## config.mk

```make
export PLATFORM = sky130hd
export DESIGN_NAME = fifo_drain
export DESIGN_NICKNAME = d
export VERILOG_FILES = /design/src/rtl/fifo_drain.sv
export SDC_FILE = /design/constraint.sdc
export NUM_CORES = 1
export LEC_CHECK = 0
export BUFFER_PORTS_ARGS = -buffer_cell sky130_fd_sc_hd__buf_4
export CELL_PAD_IN_SITES_DETAIL_PLACEMENT = 1
export CELL_PAD_IN_SITES_GLOBAL_PLACEMENT = 1
export CORE_AREA = 8 8 95 97
export DETAILED_ROUTE_END_ITERATION = 7
export DIE_AREA = 0 0 103 105
export GPL_TIMING_DRIVEN = 0
export PLACE_DENSITY = 0.81
export SLEW_MARGIN = 20
export SYNTH_ARGS = -nofsm -noshare
export SYNTH_HDL_FRONTEND = slang
export SYNTH_SLANG_ARGS = --single-unit
```

## constraint.sdc

```tcl
create_clock -name clk -period 2.1 [get_ports clk]
set_input_delay 0.315 -clock clk [delete_from_list [all_inputs] [get_ports clk]]
set_output_delay 0.315 -clock clk [all_outputs]
set_load 0.01 [all_outputs]
```

## src/rtl/fifo_drain.sv

```systemverilog
// fifo_drain: skewed serial-to-parallel collector for the array output edge.
// Drops SKIP leading samples, assembles DEPTH samples, hands off via valid/ready.
//
// Ports:
//   clk, rst       clock, synchronous active-high reset
//   start          arm one collection (IDLE only)
//   en, d          sample strobe and signed serial sample
//   q              assembled vector, q[0] = first kept sample
//   q_valid        q complete and stable
//   q_ready        consumer accepts q
//   busy           collecting (SKIP or FILL)
//   overflow       sticky: sample dropped while FULL
module fifo_drain #(
  parameter int DEPTH = 8,
  parameter int BITS  = 8,
  parameter int SKIP  = 7
) (
  input  logic                   clk,
  input  logic                   rst,
  input  logic                   start,
  input  logic                   en,
  input  logic signed [BITS-1:0] d,
  output logic signed [BITS-1:0] q [DEPTH-1:0],
  output logic                   q_valid,
  input  logic                   q_ready,
  output logic                   busy,
  output logic                   overflow
);

  localparam int MAXC = (SKIP > DEPTH) ? SKIP : DEPTH;
  localparam int CW   = $clog2(MAXC) + 1;

  // With SKIP=0 the skip phase is never entered; the compare value is unused.
  localparam logic [CW-1:0] SKIP_LAST =
    CW'((SKIP > 0) ? SKIP - 1 : 0);
  localparam logic [CW-1:0] FILL_LAST = CW'(DEPTH - 1);

  typedef enum logic [1:0] {
    S_IDLE,
    S_SKIP,
    S_FILL,
    S_FULL
  } state_t;

  state_t        state;
  logic [CW-1:0] cnt;

  always_ff @(posedge clk) begin
    if (rst) begin
      state    <= S_IDLE;
      cnt      <= '0;
      q_valid  <= 1'b0;
      busy     <= 1'b0;
      overflow <= 1'b0;
      for (int i = 0; i < DEPTH; i++)
        q[i] <= '0;
    end else begin
      unique case (state)
        S_IDLE: begin
          if (start) begin
            for (int i = 0; i < DEPTH; i++)
              q[i] <= '0;
            overflow <= 1'b0;
            cnt      <= '0;
            busy     <= 1'b1;
            state    <= (SKIP > 0) ? S_SKIP : S_FILL;
          end
        end
        S_SKIP: begin
          if (en) begin
            if (cnt == SKIP_LAST) begin
              cnt   <= '0;
              state <= S_FILL;
            end else begin
              cnt <= cnt + 1'b1;
            end
          end
        end
        S_FILL: begin
          if (en) begin
            // Shift toward q[0] so the first kept sample ends in q[0].
            for (int i = 0; i < DEPTH - 1; i++)
              q[i] <= q[i+1];
            q[DEPTH-1] <= d;
            if (cnt == FILL_LAST) begin
              cnt     <= '0;
              state   <= S_FULL;
              q_valid <= 1'b1;
              busy    <= 1'b0;
            end else begin
              cnt <= cnt + 1'b1;
            end
          end
        end
        S_FULL: begin
          if (en)
            overflow <= 1'b1;
          if (q_ready) begin
            state   <= S_IDLE;
            q_valid <= 1'b0;
          end
        end
        default: begin
          state <= S_IDLE;
        end
      endcase
    end
  end

endmodule

```

==> run_results.csv <==
group,metric,value,unit
synth,netlist_area,2750,sq um
layout,drive_gt1_frac,0.309,
synth,synth_cells,288,
setup_path,worstSetupPathType,"flip-flop to flip-flop",
placement,hpwl,6360,um
placement,portBuffers,78,
drt,routedWlPerCell,18.3,um
cts,clk_latency,0.35,ns
cts,cts_tree,"done",
setup_path,slowest_stage,"dfxtp_1",
cts,htreeDepth,3,
drt,drtAntennaViolNets,0,
layout,nNetsFinal,396,
setup_path,cp.depth,8,
placement,placed_area,3460,sq um
timing,slew_viol_final,0,
layout,diodes,0,
synth,synth_seq_cells,73,
min_path,worstHoldEndpoint,"q_valid",
timing,fin_crit_sh,0.924,
layout,fin_area,3730,sq um
drt,drtIter0Drc,128,
cts,cts_sinks,73,
timing,hold_viol,0,
synth,synth_nets,307,
global_route,grt_use_total,0.169,
synth,async_reset_ff_frac,0,
cts,clkTransAtPathRegs,0.08,ns
timing,rsz0062_at_grt,"false",
global_route,grt_pass1_wl,14500,um
setup_path,rr_endpoint,"q[52]",
setup_path,reg2reg_from,"state[1]",
layout,synthToLayoutAreaGrowth,35.7,%
setup_path,path_max_fanout,10,
setup_path,worstPathBufferInverterCount,3,
synth,synthFlopType,"dfxtp_1",
min_path,hold_class,"input pin to flip-flop",
drt,vias,2566,
die,chipHeight,105,um
die,fp.dieArea,10800,sq um
setup_path,cp_top_family,"buffers and inverters",
synth,ys_seq_area_frac,0.532,
global_route,grt_max_degree,14,
cts,cts_hold_buffers,0,
timing,clock_skew,0.00894,ns
synth,ys.warnings.count,0,
timing,period_needed,1.94,ns
synth,synth_edf_count,0,
power_and_ir_drop,irDropWorstVdd,0.000368,V
global_route,grt_overflow_total,0,
min_path,whs_path_depth,2,
setup_path,reg2regPathDepth,8,
global_route,grt_pass1_vias,2693,
job,maxCapViolations,0,
setup_path,max_stage_delay,0.36,ns
die,num_rows,32,
cts,clk_path_buf_depth,2,
setup_path,cp.required,2.32,ns
setup_path,path_cells,"inv_1 -> ha_1 -> and2b_4 -> a211o_1 -> clkbuf_4 -> buf_2 -> a22oi_1 -> nor2_1",
setup_path,end_kind,"flip-flop",
timing,relSlewSlack,0.629,
timing,setup_violations,0,
drt,drt-total-wl,8850,um
timing,fmax,515,MHz
timing,fin_ws,0.160,ns
run_status,status,"completed",
drt,drc,0,
setup_path,cp-start-kind,"flip-flop",
synth,syn_avg_cell_area,9.54,sq um
timing,tns,0,ns
placement,place_worst_setup_slack,0.118,ns
drt,first_pass_iters,4,
power_and_ir_drop,total_power,3900,uW
min_path,hold_start,"q_ready",
layout,utilization,0.495,
drt,vias_per_cell,5.30,
power_and_ir_drop,leakagePower,0.00157,uW
timing,tightest_slew,0.556,ns
die,die_w,103,um
die,core_area,7530,sq um
synth,yosysUniqueCellTypes,36,
cts,clockRootBuffer,"clkbuf_8",
setup_path,rrSetupSlack,0.16,ns
power_and_ir_drop,powerDensity,1050,nW/um^2
die,initial_utilization,0.365,
cts,cts_made_buffers,9,
global_route,grt_antenna_before_repair,0,
setup_path,arrival,2.16,ns
placement,place_congestion,0.795,
die,ios,80,
## flip-flops by register name, indices dropped and copies added (netlist names)
register and flops:
state 2, q 64, overflow 1, cnt 4
q_valid 1, busy 1
## Yosys cell counts, types with 2 or more instances
library cell,n,area (sq um)
a21oi_1,9,45.0
a22oi_1,64,480
a311oi_1,2,17.5
buf_2,14,70.1
clkbuf_1,9,33.8
dfxtp_1,73,1460
ha_1,6,75.1
inv_1,8,30.0
nand2_1,4,15.0
nand2b_1,2,12.5
nand3_1,2,10.0
nand4b_1,2,17.5
nor2_1,67,251
nor2b_1,3,18.8
o21ai_0,2,10.0
## layout make-up
class / count / area [sq um]
Tap cell: 102 / 128
Multi-Input combinational cell: 184 / 1170
Clock buffer: 10 / 128
Timing Repair Buffer: 78 / 586
Clock inverter: 6 / 115
Fill cell: 929 / 3800
Buffer: 23 / 111
Inverter: 8 / 30.0
Sequential cell: 73 / 1460
## worst max path at each step
stage	end	from
floorplan	q[10]	state[0]
global placement	q[22]	state[0]
detailed placement	q[52]	state[0]
CTS	q[22]	state[0]
global route	state[0]	state[1]
finish	q[52]	state[1]
## kinds of logic (layout without fill, tap and decap cells)
family	Yosys count	in the layout	share of synthesized area
and+or+nand+nor	92	92	0.156
adders and majority gates	6	6	0.0273
buffers and inverters	31	125	0.0487
AOI/OAI and AO/OA	86	86	0.236
DFF	73	73	0.532
## cells in the final DEF, fill, tap and decap left out, types with 2 or more instances in the layout
| cell | netlist | final |
|---|---|---|
| a21oi_1 | 9 | 9 |
| nand3_1 | 2 | 2 |
| inv_1 | 8 | 8 |
| ha_1 | 6 | 6 |
| clkbuf_1 | 9 | 10 |
| o21ai_0 | 2 | 2 |
| nand4b_1 | 2 | 2 |
| nor2_1 | 67 | 67 |
| buf_2 | 14 | 11 |
| clkbuf_8 | 0 | 9 |
| a311oi_1 | 2 | 2 |
| nor2b_1 | 3 | 3 |
| buf_4 | 0 | 78 |
| nand2_1 | 4 | 4 |
| a22oi_2 | 0 | 3 |
| bufinv_16 | 0 | 3 |
| dfxtp_1 | 73 | 72 |
| nand2b_1 | 2 | 2 |
| clkbuf_4 | 0 | 3 |
| a22oi_1 | 64 | 61 |
## through the flow
stage,hold WS [ns],std cells
global route,0.179,484
floorplan,0.429,288
CTS,0.153,484
detailed placement,0.487,468
global placement,0.476,468
finish,0.168,484
## routing by layer
metal | GRT usage | up-vias | routed length, um
met4 | 0.0724 | 0 | 131
met1 | 0.204 | 1283 | 3780
met5 | 0 | - | 0
li1 | - | 1212 | -
met2 | 0.281 | 60 | 4530
met3 | 0.0332 | 11 | 412
## where the power goes
group          leakage (uW)  total [uW]  internal (uW)  switching [uW]
registers          0.000589        1470           1430            38.4
logic              0.000869        1080            357             724
clock network      0.000117        1350            796             552
total               0.00157        3900           2580            1310
## timing repair
| item | in CTS | in global routing |
|---|---|---|
| gates resized for setup | 0 | 7 |
| endpoints found under the setup margin | 0 | 12 |
| endpoints found under the hold margin | 0 | 0 |
| buffers inserted | 0 | 0 |
Power figures use the tool's default switching activity.
